[src/rtl/video_fetch_seq.sv]
// video_fetch_seq
//   Fetch sequencer for the four bit-plane shift registers of the video
//   output path. For each 8-pixel group it reads one byte per plane from
//   VRAM into a holding buffer while the current group shifts out. At every
//   group boundary it parallel-loads all four shift registers together.
//
// Ports
//   clk, reset_n          system clock, asynchronous active-low reset
//   pix_ce                pixel clock enable (one pixel per asserted cycle)
//   line_start, row[7:0]  new-line pulse and the (scrolled) VRAM row
//   active                visible window, sampled on pix_ce cycles
//   ram_req, ram_addr     VRAM read request, {1, plane, col, row}
//   ram_ack, ram_rdata    read completion pulse and its data
//   shreg_din[31:0]       {plane3, plane2, plane1, plane0} load word
//   shreg_wr, shreg_ce    parallel-load strobe / shift enable (registered)
//   underrun              sticky: a load found the buffer not full
module video_fetch_seq #(
  parameter int PLANES = 4,
  parameter int COLS   = 32
) (
  input  logic        clk,
  input  logic        reset_n,
  input  logic        pix_ce,
  input  logic        line_start,
  input  logic [7:0]  row,
  input  logic        active,
  output logic        ram_req,
  output logic [15:0] ram_addr,
  input  logic        ram_ack,
  input  logic [7:0]  ram_rdata,
  output logic [31:0] shreg_din,
  output logic        shreg_wr,
  output logic        shreg_ce,
  output logic        underrun
);

  typedef enum logic [1:0] {ST_IDLE, ST_FETCH, ST_FULL} state_t;

  localparam logic [1:0] LAST_PLANE = 2'(PLANES - 1);
  localparam logic [4:0] LAST_COL   = 5'(COLS - 1);

  state_t      state_q, state_d;
  logic [4:0]  col_q, col_d;
  logic [1:0]  plane_q, plane_d;
  logic [7:0]  row_q, row_d;
  logic [2:0]  bitcnt_q, bitcnt_d;
  logic [7:0]  plane_buf_q [PLANES];
  logic [7:0]  plane_buf_d [PLANES];
  logic        discard_q, discard_d;
  logic        done_q, done_d;
  logic        req_q, req_d;
  logic [15:0] addr_q, addr_d;
  logic [31:0] din_q, din_d;
  logic        wr_q, wr_d;
  logic        ce_q, ce_d;
  logic        underrun_q, underrun_d;

  logic [8*PLANES-1:0] load_word;
  logic                load;
  logic                busy;

  // Buffer bytes packed with plane 0 in the low byte.
  for (genvar gi = 0; gi < PLANES; gi++) begin : g_pack
    assign load_word[gi*8 +: 8] = plane_buf_q[gi];
  end

  assign load = pix_ce & active & (bitcnt_q == 3'd0);
  // A request is still waiting for its acknowledge this cycle.
  assign busy = req_q & ~ram_ack;

  always_comb begin
    state_d     = state_q;
    col_d       = col_q;
    plane_d     = plane_q;
    row_d       = row_q;
    bitcnt_d    = bitcnt_q;
    plane_buf_d = plane_buf_q;
    discard_d   = discard_q;
    done_d      = done_q;
    req_d       = req_q;
    addr_d      = addr_q;
    din_d       = din_q;
    wr_d        = 1'b0;
    ce_d        = 1'b0;
    underrun_d  = underrun_q;

    // Pixel sequencing: load on bit 0, shift on bits 1..7.
    if (pix_ce) begin
      if (!active) begin
        bitcnt_d = 3'd0;
      end else begin
        bitcnt_d = bitcnt_q + 3'd1;
        if (bitcnt_q == 3'd0) wr_d = 1'b1;
        else                  ce_d = 1'b1;
      end
    end

    // Read completion. Data of a request that straddled a line_start is dropped.
    if (req_q && ram_ack) begin
      req_d     = 1'b0;
      discard_d = 1'b0;
      if (!discard_q) begin
        plane_buf_d[plane_q] = ram_rdata;
        if (plane_q == LAST_PLANE) state_d = ST_FULL;
        else                       plane_d = plane_q + 2'd1;
      end
    end

    // Group boundary: consume the buffer or report the shortfall.
    if (load) begin
      if (state_q == ST_FULL) begin
        din_d   = load_word;
        plane_d = 2'd0;
        if (col_q == LAST_COL) begin
          state_d = ST_IDLE;
          done_d  = 1'b1;
        end else begin
          state_d = ST_FETCH;
          col_d   = col_q + 5'd1;
        end
      end else begin
        din_d = '0;
        // Past the last column the zeros are border fill.
        if (!done_q) underrun_d = 1'b1;
      end
    end

    if (line_start) begin
      row_d    = row;
      col_d    = 5'd0;
      plane_d  = 2'd0;
      bitcnt_d = 3'd0;
      state_d  = ST_FETCH;
      done_d   = 1'b0;
      for (int i = 0; i < PLANES; i++) plane_buf_d[i] = '0;
      // An outstanding request must still complete; its data is stale.
      discard_d = busy;
    end

    // Issue the next plane as soon as the port is free.
    if (state_d == ST_FETCH && !busy) begin
      req_d  = 1'b1;
      addr_d = {1'b1, plane_d, col_d, row_d};
    end
  end

  always_ff @(posedge clk or negedge reset_n) begin
    if (!reset_n) begin
      state_q    <= ST_IDLE;
      col_q      <= '0;
      plane_q    <= '0;
      row_q      <= '0;
      bitcnt_q   <= '0;
      for (int i = 0; i < PLANES; i++) plane_buf_q[i] <= '0;
      discard_q  <= 1'b0;
      done_q     <= 1'b0;
      req_q      <= 1'b0;
      addr_q     <= '0;
      din_q      <= '0;
      wr_q       <= 1'b0;
      ce_q       <= 1'b0;
      underrun_q <= 1'b0;
    end else begin
      state_q     <= state_d;
      col_q       <= col_d;
      plane_q     <= plane_d;
      row_q       <= row_d;
      bitcnt_q    <= bitcnt_d;
      plane_buf_q <= plane_buf_d;
      discard_q   <= discard_d;
      done_q      <= done_d;
      req_q       <= req_d;
      addr_q      <= addr_d;
      din_q       <= din_d;
      wr_q        <= wr_d;
      ce_q        <= ce_d;
      underrun_q  <= underrun_d;
    end
  end

  assign ram_req   = req_q;
  assign ram_addr  = addr_q;
  assign shreg_din = din_q;
  assign shreg_wr  = wr_q;
  assign shreg_ce  = ce_q;
  assign underrun  = underrun_q;

endmodule

[config.mk]
export PLATFORM = sky130hd
export DESIGN_NAME = video_fetch_seq
export DESIGN_NICKNAME = d
export VERILOG_FILES = /design/src/rtl/video_fetch_seq.sv
export SDC_FILE = /design/constraint.sdc
export NUM_CORES = 1
export LEC_CHECK = 0
export ABC_AREA = 1
export BUFFER_PORTS_ARGS = -buffer_cell sky130_fd_sc_hd__buf_4
export CAP_MARGIN = 20
export CORE_MARGIN = 1
export CORE_UTILIZATION = 30
export CTS_CLUSTER_SIZE = 12
export DETAILED_ROUTE_END_ITERATION = 10
export HOLD_SLACK_MARGIN = 0.12
export SETUP_SLACK_MARGIN = 0.3
export SYNTH_ARGS = -nofsm -noshare
export SYNTH_HDL_FRONTEND = slang
export SYNTH_SLANG_ARGS = --single-unit
[constraint.sdc]
create_clock -name clk -period 3.28 [get_ports clk]
set_input_delay 0.328 -clock clk [delete_from_list [all_inputs] [get_ports clk]]
set_output_delay 0.328 -clock clk [all_outputs]
set_load 0.05 [all_outputs]
Word-level counts from Yosys, hierarchy flattened
Cells that the tools add are included.
{"block": "op_classes", "add_sub_neg": 3, "mul": 0, "div": 0, "n_lt_le_gt_ge": 2, "n_eq_ne": 5, "shifts": 0, "n_mux": 41, "bitwise": 7, "reduce_logical": 14}
{"cell": "32-bit 2-to-1 mux", "n": 4}
{"cell": "32-bit bitwise mux", "n": 1}
{"cell": "2-bit 2-to-1 mux", "n": 12}
{"cell": "5-bit 2-to-1 mux", "n": 4}
{"cell": "8-bit demux with 2-bit select", "n": 1}
{"cell": "8-bit 2-to-1 mux", "n": 2}
{"cell": "1-bit 2-to-1 mux", "n": 14}
{"cell": "2-bit nonzero test", "n": 6}
{"cell": "3-bit 2-to-1 mux", "n": 3}
{"cell": "3-bit AND reduction", "n": 2}
{"cell": "5-bit by 1-bit adder with 5-bit output, second input constant", "n": 1}
{"cell": "5-bit equality test, second input constant", "n": 1}
{"cell": "2-bit equality test, second input constant", "n": 2}
{"cell": "3-bit by 1-bit adder with 3-bit output, second input constant", "n": 1}
{"cell": "1-bit AND", "n": 3}
{"cell": "3-bit >= comparator, second input constant", "n": 1}
{"cell": "1-bit logical AND", "n": 3}
{"cell": "3-bit zero test", "n": 1}
{"cell": "3-bit by 1-bit less-than comparator with 1-bit output, second input constant", "n": 1}
{"cell": "1-bit inverter", "n": 3}
{"cell": "2-bit inverter with 3-bit output", "n": 1}
{"cell": "2-bit by 1-bit adder with 2-bit output, second input constant", "n": 1}
{"cell": "2-bit by 1-bit equality test with 1-bit output, second input constant", "n": 1}
{"cell": "2-bit inequality test, second input constant", "n": 1}
{"cell": "other kinds (2)", "n": 2}
{"block": "word_totals", "ff_bits": 106, "latch_bits": 0, "mem_bits_rw": 0, "mem_bits_ro": 0, "in_bits": 22, "wordCells": 89, "n_memories": 0}

Depth between registers and ports, before layout
Gate-level depths: netlist of the first run.
{"block": "depth", "word_depth": 10, "depth_mapped": 11, "mapped_depth_nobuf": 10}

Least setup slack after synthesis of the first run
No wires, ideal clock.
{"block": "synth_path", "path_type": "register to register", "from": "register req_q (netlist: ram_req)", "to": "register addr_q[12] (netlist: ram_addr[12])", "t_arrival_ns": 1.641, "required_ns": 3.206, "setup_slack_ns": 1.564, "path_stages_with_launch": 11, "n_path_buf": 2, "period_less_slack_ns": 1.716, "cell_sequence": "dfrtp_1 -> nand2_2 -> nor2_4 -> nand2_2 -> buf_6 -> nand2_4 -> nand3_4 -> nand3_4 -> buf_6 -> nand2_1 -> o21ai_2"}
{"block": "synth_between", "elab_chain_len": 7, "word_cells_on_any_way": 9}
{"item": "from (decl)", "line": "51", "rtl": "logic req_q, req_d;"}
{"item": "from (signal assigned)", "line": "172", "rtl": "req_q <= req_d;"}
{"item": "1-bit logical AND", "line": "99", "rtl": "if (req_q && ram_ack) begin"}
{"item": "2-bit 2-to-1 mux", "line": "99"}
{"item": "2-bit 2-to-1 mux", "line": "111", "rtl": "if (state_q == ST_FULL) begin"}
{"item": "2-bit 2-to-1 mux", "line": "110", "rtl": "if (load) begin"}
{"item": "2-bit 2-to-1 mux", "line": "128", "rtl": "if (line_start) begin"}
{"item": "2-bit by 1-bit equality test with 1-bit output", "line": "141", "rtl": "if (state_d == ST_FETCH && !busy) begin"}
{"item": "1-bit logical AND (*)", "line": "141"}
{"item": "to (signal assigned)", "line": "173", "rtl": "addr_q <= addr_d;"}
{"item": "to (decl)", "line": "52", "rtl": "logic [15:0] addr_q, addr_d;"}
Mark *: on every way between the ends. The rest lies on a longest branch, timed or not.
A chain may end at the register's enable or synchronous reset.

Worst setup path in the final report of the first run
{"block": "layout_path", "from": "register bitcnt_q[0]", "to": "register addr_q[2] (netlist: ram_addr[2])"}
{"block": "layout_between", "elab_chain_len": 6}
{"item": "from (decl)", "line": "46", "rtl": "logic [2:0] bitcnt_q, bitcnt_d;"}
{"item": "from (signal assigned)", "line": "168", "rtl": "bitcnt_q <= bitcnt_d;"}
{"item": "3-bit zero test", "line": "67", "rtl": "assign load = pix_ce & active & (bitcnt_q == 3'd0);"}
{"item": "1-bit AND", "line": "67"}
{"item": "2-bit 2-to-1 mux", "line": "110"}
{"item": "2-bit 2-to-1 mux", "line": "128"}
{"item": "2-bit by 1-bit equality test with 1-bit output", "line": "141"}
{"item": "1-bit logical AND", "line": "141"}
No other way between the ends.

==> key figures, run 1 <==
Yosys
  – Synth async-reset ratio: 1.000
  – Synth Instances: 428
  – EDFF count, synth: 0
  – Count leader, synth: nand2_1
  – Post-synth top area cell: dfrtp_1
  – Yosys top cell area share: 0.6243
  – Syn_area_per_cell: ~9.9 um2
  – Post-Syn Area: 0.004249 mm2
  – Top cells by area, synth: dfrtp_1 (62%), nand2_1 (9.8%), inv_1 (5.9%)
  – Yosys reg bits: 106
  – Cell variety after synth: 26
  – Top_reg_cell synth: dfrtp_1
  – Commonest cells in the synthesized netlist: nand2_1 (111), dfrtp_1 (106), inv_1 (67)
  – Seq/Total Area, Yosys: 0.6243
  – Synth warnings: 0
  – Syn_nets: around 450

Critical path
  – Critical Path AT: 2.34 ns
  – Reg2Reg Setup Slack: 1.15 ns
  – Kind of cell adding the most delay to the critical path: simple AND/OR/NAND/NOR gates
  – Worst path cell trace: inv_1 > ha_1 > nand2_1 > nor2_8 > nand2_4 > nand3_4 > nand3_4 > nand2_1 > o21ai_2
  – Critical Path RT: 3.49 ns
  – Critical path capture point type: flip-flop
  – Kind of critical path: reg -> reg
  – Critical Path Start Type: flip-flop
  – WP buf/inv: 1
  – Crit-path max FO: 37
  – Largest stage delay, worst path: 0.38 ns
  – Slowest cell on crit path: dfrtp_1

Final layout
  – Fin area: between 0.005 and 0.006 mm2
  – Layout area overhead: 23.44%
  – Antenna diode count: 0
  – Layout cells sized above 1: 0.2332
  – Final nets: 526
  – Finished Core Util: 0.3793

Clock network
  – CTS H-tree depth: 3
  – CTS tree: built
  – Clock latency reported for the late side of the worst-skew pair: 0.34 ns
  – Clk slew on worst S/H paths: 0.07 ns
  – Cts hold-fix bufs: 1
  – Post-CTS setup buffers: 0
  – Post-CTS resize count: 0
  – CTS Buf Count: 9
  – Clock Sink Count: 106
  – Bufs on Longest Clock Path: 2
  – Root Driver: clkbuf_16

Timing
  – Max-slew violations: 0
  – Final setup viols: 0
  – RSZ-0062 raised after global routing: false
  – Tcrit/Tclk final: 0.6480
  – Clock Skews: 0.009180 ns
  – TNS Setup: 0 ns
  – Max Fclk: 470.5 MHz
  – Max_slew headroom: 0.4654
  – Final hold violations: 0
  – Slew @ Worst Pin: between 0.8 and 0.9 ns
  – WHS: 0.2148 ns
  – Min cycle time layout: 2.125 ns

Outcome
  – Status: finished clean

Hold path
  – HP Class: in -> reg

Die
  – Die Wd: approximately 120 um
  – I/O pin cnt: 74
  – Die area: 0.01464 mm2
  – Initial Util: 0.3073
  – Core ar.: between 0.01 and 0.015 mm2
  – Die height: 121.0 um
  – Num rows: 43

Job
  – Max-cap violations: 0

Placement
  – Area after DPL: roughly 0.0050 mm2
  – GP Congestion: 0.8183
  – Number of port buffers: 73
  – Dpl hpwl: 6.570 mm

Drt
  – Post-route DRC: 0
  – Via density: 4.458
  – WL/cell: 13.53 um
  – Final wirelength: 9.281 mm
  – Final ANT Viol Nets: 0
  – Via count: 3058
  – Initial DRC count: 165
  – Drt pass-1 iters: 4

Power and ir drop
  – Psw: 0.7328 mW
  – Pwr Total: ~2.7 mW
  – Peak VDD IR: 0.2786 mV
  – Combinational share of power: 0.116
  – Cell Pwr Density: 514.7 mW/mm2
  – Clock power share: 0.373
  – Int Power: 1.967 mW
  – Power share of the sequential group: 0.511
  – Leak: 2.620 nW
  – Sw frac: 0.2714

Global route
  – Global-route wire length before repair: around 16 mm
  – Vias in the first global route: 3068
  – Grt total ovfl: 0
  – Initial antenna violation count: 0
  – Gr usage total: 0.1382
  – Largest net degree at the start of global routing: 59
[registers in the layout, indices dropped and copies added (netlist names)]
register   flops
ram_req        1
row_q          8
discard_q      1
plane_q        2
col_q          5
underrun       1
ram_addr      16
load_word     32
done_q         1
shreg_ce       1
state_q        2
shreg_wr       1
shreg_din     32
bitcnt_q       3
[worst register-to-register path, delay by kind of cell (launching register included)]
kind	cells	cell delay (ns)
AOI/OAI and AO/OA	1	0.07
adders and majority gates	1	0.18
buffers and inverters	1	0.10
DFF	1	0.38
and+or+nand+nor	6	1.25
[power by group through the flow]
stage / clock (mW) / sequential (mW) / combinational [mW]
6_report: 1.01 / 1.38 / 0.312
5_1_grt: 1.09 / 1.39 / 0.342
4_1_cts: 1.03 / 1.38 / 0.318
3_5_place_dp: 0 / 1.40 / 0.316
3_3_place_gp: 0 / 1.41 / 0.308
2_1_floorplan: 0 / 1.47 / 0.129
[worst paths after layout]
kind / to / depth (start not counted) / from
max: ram_addr[2]$_DFFE_PN0P_ / 9 / bitcnt_q[0]$_DFFE_PN0P_
min: row_q[6]$_DFF_PN0_ / 3 / row[6]
max reg2reg: ram_addr[2]$_DFFE_PN0P_ / 9 / bitcnt_q[0]$_DFFE_PN0P_
min reg2reg: ram_addr[15]$_DFFE_PN0P_ / 2 / ram_addr[15]$_DFFE_PN0P_
max in group asynchronous: col_q[0]$_DFF_PN0_ / 3 / reset_n
min in group asynchronous: load_word[20]$_DFFE_PN0P_ / 2 / reset_n
[layer usage]
metal	track usage	part of all wire	vias up
met2	0.2232	0.47	81
met3	0.03806	0.055	7
met1	0.1823	0.46	1458
met4	0.03627	0.0068	0
met5	0	0	-
li1	-	-	1512
[layout make-up]
type | count | area (um2)
well taps | 180 | 225.2
fillers | 1371 | 8582
flip-flops and latches | 106 | 2653
inverters | 68 | 255.2
multi-input cells | 239 | 1254
repair buffers | 77 | 580.6
clock inverters | 6 | 48.80
clock buffers | 10 | 229.0
[stage by stage]
stage	setup WS (ns)	cells
after CTS	1.136	686
final	1.155	686
after detailed placement	1.157	669
after floorplan	1.564	428
after global routing	0.9488	686
after global placement	1.266	669
[layout by cell type, fill, tap and decap left out, drive strengths merged]
cell type	Yosys	final
nand3	13	13
o22ai	33	33
nand4	3	3
ha	3	3
a21oi	3	3
clkbuf	11	10
xor2	1	1
dlygate4sd3	0	1
dfrtp	106	106
o21a	1	1
nor2	11	11
clkinv	0	2
inv	68	70
o21ai	52	52
nor3	1	1
buf	4	76
o31ai	1	1
nand2	116	116
clkinvlp	0	2
o21bai	1	1
[cell families (layout without fill, tap and decap cells)]
logic type,Yosys count,count (layout),synth area share
compound gates,91,91,0.1319
flops,106,106,0.6243
fa+ha+maj,3,3,0.008835
buf+inv,83,161,0.08068
simple gates,144,144,0.1522
xor+xnor,1,1,0.002062
No activity file was read; power rests on OpenSTA's default activity.
==> inputs of run 2 (changes only) <==
clock period = 1.9 ns   (was 3.28 ns; I/O delays follow)
==> run 2 against run 1 <==
Compared with the run above:
- register-to-register slack worse by 0.86 ns
- clock-buffer cell count unchanged
- clock skew down 0.0035 ns
- maximum frequency is 33% higher
- first-iteration DRC count fell by 4.8%
- combinational power grew 110%
- global-route usage rose by 0.60 points
- sequential power grew 73%
- clock power up 79%
- setup slack worse by 0.86 ns
- power rose by 80%
- critical path depth rose by 1
- highest routed layer unchanged
==> key figures, run 2 (synthesized netlist as in run 1, its figures left out) <==
Placement
  – GP Congestion: 0.7839 (was 0.8183)
  – Dpl hpwl: 6.583 mm (was 6.570 mm)
  – Pre-CTS setup slack: 0.2148 ns (was 1.157 ns)
  – Number of port buffers: 73 (unchanged)

Critical path
  – Worst Setup SP: bitcnt_q[1]$_DFFE_PN0P_ (was bitcnt_q[0]$_DFFE_PN0P_)
  – R2r startpoint: bitcnt_q[1]$_DFFE_PN0P_ (was bitcnt_q[0]$_DFFE_PN0P_)
  – Critical Path RT: 2.14 ns (was 3.49 ns)
  – Kind of critical path: reg -> reg (unchanged)
  – Crit-path max FO: 8 (was 37)
  – Critical Path AT: 1.84 ns (was 2.34 ns)
  – Critical path capture point type: flip-flop (unchanged)
  – Critical Path Start Type: flip-flop (unchanged)

Die
  – Num rows: 43 (unchanged)
  – Core ar.: 0.01383 mm2 (unchanged)
  – Die area: 0.01464 mm2 (unchanged)
  – Initial Util: 0.3073 (unchanged)
  – Die height: 121.0 um (unchanged)
  – I/O pin cnt: 74 (unchanged)
  – Die Wd: 121.0 um (unchanged)

Global route
  – Grt total ovfl: 0 (unchanged)
  – Gr usage total: 0.1442 (was 0.1382)
  – Global-route wire length before repair: 16.23 mm (was 15.65 mm)
  – Vias in the first global route: 3266 (was 3068)
  – Largest net degree at the start of global routing: 43 (was 59)
  – Initial antenna violation count: 0 (unchanged)

Drt
  – Via count: 3236 (was 3058)
  – Via density: 4.526 (was 4.458)
  – Post-route DRC: 0 (unchanged)
  – Initial DRC count: 157 (was 165)
  – WL/cell: 13.65 um (was 13.53 um)
  – Final ANT Viol Nets: 0 (unchanged)
  – Final wirelength: 9.760 mm (was 9.281 mm)
  – Drt pass-1 iters: 4 (unchanged)

Final layout
  – Layout area overhead: 34.57% (was 23.44%)
  – Layout cells sized above 1: 0.3121 (was 0.2332)
  – Antenna diode count: 0 (unchanged)
  – Final nets: 555 (was 526)
  – Finished Core Util: 0.4135 (was 0.3793)
  – Commonest non-fill, non-tap cell in the layout: dfrtp_1 (was nand2_1)
  – Most frequent cells in the layout: dfrtp_1 (105), nand2_1 (94), buf_4 (90), inv_1 (64), o21ai_0 (36) (was nand2_1 (111), dfrtp_1 (106), buf_4 (76), inv_1 (67), o21ai_0 (37))
  – Filler instances: 1324 (was 1371)

Hold path
  – HP Class: in -> reg (unchanged)
  – Worst hold start: active (was row[6])

Timing
  – PnR worst setup slack: 0.2991 ns (was 1.155 ns)
  – Min cycle time layout: 1.601 ns (was 2.125 ns)
  – Final hold violations: 0 (unchanged)
  – Slew @ Worst Pin: 0.4201 ns (was 0.8010 ns)
  – Max_slew headroom: 0.7196 (was 0.4654)
  – Final setup viols: 0 (unchanged)
  – Tcrit/Tclk final: 0.8426 (was 0.6480)
  – Max-slew violations: 0 (unchanged)
  – Clock Skews: 0.005691 ns (was 0.009180 ns)
  – RSZ-0062 raised after global routing: true (was false)
  – Max Fclk: 624.6 MHz (was 470.5 MHz)
  – TNS Setup: 0 ns (unchanged)

Power and ir drop
  – Combinational share of power: 0.133 (was 0.116)
  – Psw: 1.330 mW (was 0.7328 mW)
  – Leak: 2.835 nW (was 2.620 nW)
  – Cell Pwr Density: 847.7 mW/mm2 (was 514.7 mW/mm2)
  – Peak VDD IR: 0.4333 mV (was 0.2786 mV)
  – Sw frac: 0.2743 (was 0.2714)
  – Clock power share: 0.374 (was 0.373)
  – Power share of the sequential group: 0.493 (was 0.511)
  – Int Power: 3.518 mW (was 1.967 mW)

Clock network
  – Root Driver: clkbuf_16 (unchanged)
  – CTS tree: built (unchanged)
  – Bufs on Longest Clock Path: 2 (unchanged)
  – CTS H-tree depth: 3 (unchanged)
  – Clock Sink Count: 106 (unchanged)
  – CTS Buf Count: 9 (unchanged)
  – Clock latency reported for the late side of the worst-skew pair: 0.35 ns (was 0.34 ns)
  – Clk slew on worst S/H paths: 0.07 ns (about the same)

Outcome
  – Status: finished clean (unchanged)

Job
  – Max-cap violations: 0 (unchanged)
run 2: cell count changes in the layout (fill, tap and decap cells not counted), moves of 3 or more:
cell | before | now
inv_1 | 67 | 64
buf_4 | 76 | 90
dlygate4sd3_1 | 1 | 9
nand2_1 | 111 | 94
nand2_2 | 3 | 13
nand2_4 | 2 | 8
run 2: power by group through the flow:
stage | clock network [mW] | registers [mW] | logic [mW]
global placement | 0 | 2.42 | 0.555
global route | 1.95 | 2.40 | 0.699
CTS | 1.87 | 2.39 | 0.631
finish | 1.81 | 2.39 | 0.644
detailed placement | 0 | 2.42 | 0.565
floorplan | 0 | 2.54 | 0.224
run 2: layout make-up:
class	instances	area [um2]	area share
Clock buffer	10	239.0	0.04179
Inverter	68	259.0	0.04530
Multi-Input combinational cell	239	1386	0.2425
Timing Repair Buffer	106	898.4	0.1571
Clock inverter	6	56.30	0.009847
Sequential cell	106	2654	0.4641
Tap cell	180	225.2	0.03939
run 2: path summary, 6_finish.rpt:
| path | endpoint | slack (ns) | cells after the start |
|---|---|---|---|
| min | bitcnt_q[2]$_DFFE_PN0P_ | 0.12 | 3 |
| max in group asynchronous | ram_addr[2]$_DFFE_PN0P_ | 0.92 | 3 |
| max reg2reg | ram_addr[10]$_DFFE_PN0P_ | 0.30 | 10 |
| min reg2reg | row_q[6]$_DFF_PN0_ | 0.47 | 2 |
| max | ram_addr[10]$_DFFE_PN0P_ | 0.30 | 10 |
| min in group asynchronous | shreg_din[21]$_DFFE_PN0P_ | 0.31 | 2 |
run 2: critical path, cell delays in order (launching register included):
cell     delay [ns]
dfrtp_1        0.40
inv_2          0.09
ha_4           0.15
nand2_4        0.06
nor2_8         0.15
nand3_4        0.11
nand3_4        0.09
nand3_4        0.14
buf_12         0.19
nand2_2        0.06
o21ai_2        0.04
run 2: metal layers:
| metal | wire length [um] | vias to the layer above | share of wire | track usage |
|---|---|---|---|---|
| met5 | 0 | - | 0 | 0 |
| met4 | 126 | 0 | 0.013 | 0.05478 |
| met3 | 559 | 11 | 0.057 | 0.03571 |
| met2 | 4662 | 93 | 0.48 | 0.2336 |
| met1 | 4413 | 1553 | 0.45 | 0.1855 |
| li1 | - | 1579 | - | - |
run 2: per-stage QoR:
stage	cells	hold WS (ns)	instance area, um2	total power [mW]
CTS	710	0.1242	5594	4.882
global placement	675	0.1440	5029	2.978
floorplan	428	-0.1056	4250	2.768
finish	715	0.1214	5718	4.847
global route	715	0.1492	5718	5.055
detailed placement	675	0.1463	5029	2.989
run 2: repair_timing:
item / 4_1_cts / 5_1_grt
pin swaps: 4 / 7
endpoints found under the hold margin: 35 / 0
setup endpoints to repair: 16 / 53
hold buffers: 9 / 0
gates resized for setup: 18 / 26
buffers inserted: 8 / 5
gates cloned: 2 / 0
==> inputs of run 3 (changes only) <==
clock period = 1.6 ns   (was 1.9 ns; I/O delays follow)
==> run 3 against run 2 <==
Compared with the run above:
- routed wire length rose by 10%
- maximum frequency up 0.24%
- combinational power grew 35%
- clock-buffer cell count unchanged
- via count is 3.8% higher
- non-clock buffer count up 13
- first-iteration DRC count grew 29%
- design area up 7.0%
- global-route usage increased by 0.74 points
- core utilization increased by 2.9 points
- clock skew rose by 0.0025 ns
- critical path depth is 1 higher
- largest power group unchanged
==> key figures, run 3 (synthesized netlist as in run 1, its figures left out) <==
Drt
  – Initial DRC count: 202 (was 157)
  – Met3 Routed Length: 549 um (was 559 um)
  – WL/cell: 14.85 um (was 13.65 um)
  – Post-route DRC: 0 (unchanged)
  – Met2 Routed Length: 5.398 mm (was 4.662 mm)
  – Via count: 3358 (was 3236)
  – Top Layer Used: met4 (unchanged)
  – Final wirelength: 10.78 mm (was 9.760 mm)
  – Final ANT Viol Nets: 0 (unchanged)
  – Drt pass-1 iters: 4 (unchanged)
  – Via density: 4.625 (was 4.526)
  – WL met1: 4.740 mm (was 4.413 mm)

Timing
  – Max-slew violations: 0 (unchanged)
  – Max Fclk: 626.1 MHz (was 624.6 MHz)
  – Clock Skews: 0.008178 ns (was 0.005691 ns)
  – Final setup viols: 0 (unchanged)
  – Max_slew headroom: 0.6877 (was 0.7196)
  – Tcrit/Tclk final: 0.9982 (was 0.8426)
  – Final hold violations: 0 (unchanged)
  – PnR worst setup slack: 0.002905 ns (was 0.2991 ns)
  – RSZ-0062 raised after global routing: true (unchanged)
  – Slew @ Worst Pin: 0.4685 ns (was 0.4201 ns)
  – WHS: 0.1235 ns (was 0.1214 ns)
  – Min cycle time layout: 1.597 ns (was 1.601 ns)

Final layout
  – Finished Core Util: 0.4423 (was 0.4135)
  – Layout cells sized above 1: 0.3663 (was 0.3121)
  – Fin area: 0.006116 mm2 (was 0.005718 mm2)
  – Final nets: 568 (was 555)
  – Antenna diode count: 0 (unchanged)
  – Most frequent cells in the layout: dfrtp_1 (105), buf_4 (88), nand2_1 (81), inv_1 (61), o22ai_1 (33) (was dfrtp_1 (105), nand2_1 (94), buf_4 (90), inv_1 (64), o21ai_0 (36))
  – Layout area overhead: 43.93% (was 34.57%)
  – Filler instances: 1276 (was 1324)
  – Commonest non-fill, non-tap cell in the layout: dfrtp_1 (unchanged)

Job
  – Max-cap violations: 0 (unchanged)

Critical path
  – Critical Path RT: 1.83 ns (was 2.14 ns)
  – R2r startpoint: bitcnt_q[0]$_DFFE_PN0P_ (was bitcnt_q[1]$_DFFE_PN0P_)
  – Reg2Reg Setup Slack: 0.003 ns (was 0.30 ns)
  – Critical Path Start Type: flip-flop (unchanged)
  – Largest stage delay, worst path: 0.39 ns (was 0.40 ns)
  – Worst Setup SP: bitcnt_q[0]$_DFFE_PN0P_ (was bitcnt_q[1]$_DFFE_PN0P_)
  – Critical Path AT: 1.83 ns (was 1.84 ns)
  – Crit-path max FO: 8 (unchanged)
  – Critical path capture point type: flip-flop (unchanged)
  – Top cell by count, worst path: nand3_4 (unchanged)
  – Slowest cell on crit path: dfrtp_1 (unchanged)
  – Kind of critical path: reg -> reg (unchanged)
  – Worst path cell trace: inv_2 > ha_4 > nand2_4 > nor2_8 > nand3_4 > nand3_4 > nand3_4 > buf_6 > buf_16 > nand2_2 > o21ai_2 (was inv_2 > ha_4 > nand2_4 > nor2_8 > nand3_4 > nand3_4 > nand3_4 > buf_12 > nand2_2 > o21ai_2)

Clock network
  – Root Driver: clkbuf_16 (unchanged)
  – CTS tree: built (unchanged)
  – Clock latency reported for the late side of the worst-skew pair: 0.34 ns (was 0.35 ns)
  – CTS Buf Count: 9 (unchanged)
  – Clock Sink Count: 106 (unchanged)
  – Bufs on Longest Clock Path: 2 (unchanged)
  – Clk slew on worst S/H paths: 0.06 ns (was 0.07 ns)
  – CTS H-tree depth: 3 (unchanged)

Global route
  – Gr usage total: 0.1516 (was 0.1442)
  – Initial antenna violation count: 0 (unchanged)
  – Largest net degree at the start of global routing: 40 (was 43)
  – Vias in the first global route: 3422 (was 3266)
  – Grt total ovfl: 0 (unchanged)
  – Global-route wire length before repair: 17.11 mm (was 16.23 mm)

Die
  – Die area: 0.01464 mm2 (unchanged)
  – Die height: 121.0 um (unchanged)
  – Initial Util: 0.3073 (unchanged)
  – I/O pin cnt: 74 (unchanged)
  – Core ar.: 0.01383 mm2 (unchanged)
  – Num rows: 43 (unchanged)
  – Die Wd: 121.0 um (unchanged)

Outcome
  – Status: finished clean (unchanged)

Placement
  – GP Congestion: 0.7798 (was 0.7839)
  – Number of port buffers: 73 (unchanged)
  – Area after DPL: 0.005155 mm2 (was 0.005029 mm2)
  – Pre-CTS setup slack: 0.03578 ns (was 0.2148 ns)
  – Dpl hpwl: 6.903 mm (was 6.583 mm)

Power and ir drop
  – Leak: 3.004 nW (was 2.835 nW)
  – Cell Pwr Density: 983.8 mW/mm2 (was 847.7 mW/mm2)
  – Peak VDD IR: 0.8615 mV (was 0.4333 mV)

Hold path
  – Worst hold start: pix_ce (was active)
  – HP Class: in -> reg (unchanged)
==> run 3: cell types whose count changed in the layout (fill, tap and decap cells not counted), moves of 3 or more <==
cell,delta
nand2_1,-13
o21ai_0,-10
nand2_2,+8
nand2_4,+6
o21ai_1,+6
buf_6,+5
nand3_1,-4
buf_12,+3
clkbuf_16,+3
inv_1,-3
inv_2,+3
nand3_4,+3
o21ai_2,+3
==> run 3: routing by layer <==
layer,global-route usage,up-vias
met5,0,-
met4,0.04167,0
met3,0.03759,9
met2,0.2529,79
met1,0.1950,1665
li1,-,1605
==> run 3: area by class of cell <==
cell class	instances	area, um2	area share
inverter	68	260.3	0.04255
multi-input combinational	239	1529	0.2500
clock buffer	10	229.0	0.03744
sequential	106	2654	0.4339
timing repair buffer	119	1142	0.1868
tap	180	225.2	0.03682
clock inverter	4	76.32	0.01248
==> run 3: what timing repair did <==
action | in CTS | in global routing
gates cloned | 3 | 4
setup endpoints to repair | 74 | 82
endpoints found under the hold margin | 40 | 0
resized for setup | 31 | 49
buffers inserted | 12 | 3
hold buffers | 11 | 0
pin swaps | 8 | 8
==> run 3: final timing paths <==
| kind | end | cells past startpoint |
|---|---|---|
| setup reg to reg | ram_addr[2]$_DFFE_PN0P_ | 11 |
| hold / removal | bitcnt_q[0]$_DFFE_PN0P_ | 3 |
| min in group asynchronous | shreg_din[29]$_DFFE_PN0P_ | 2 |
| setup / recovery | ram_addr[2]$_DFFE_PN0P_ | 11 |
| hold reg to reg | row_q[2]$_DFF_PN0_ | 2 |
| max in group asynchronous | shreg_din[8]$_DFFE_PN0P_ | 3 |
==> run 3: worst max-delay path: cells and delay by family, from the launching register on <==
kind	cells	cell delay (ns)
and+or+nand+nor	6	0.55
DFF	1	0.39
buffers and inverters	3	0.36
adders and majority gates	1	0.15
AOI/OAI and AO/OA	1	0.05
==> run 3: stage by stage <==
step                      power, mW  std cells  TNS, ns
after floorplan               3.309        428        0
after global placement        3.570        679        0
after detailed placement      3.587        679        0
after CTS                     5.988        719        0
after global routing          6.293        726   -1.107
final                         6.017        726        0
==> run 3: report_power, final <==
group	total [mW]	switching, mW	leakage, nW	internal, mW
registers	2.85	0.0704	1.42	2.78
logic	0.871	0.538	1.43	0.332
clock network	2.30	0.939	0.145	1.36
total	6.02	1.55	3.00	4.47
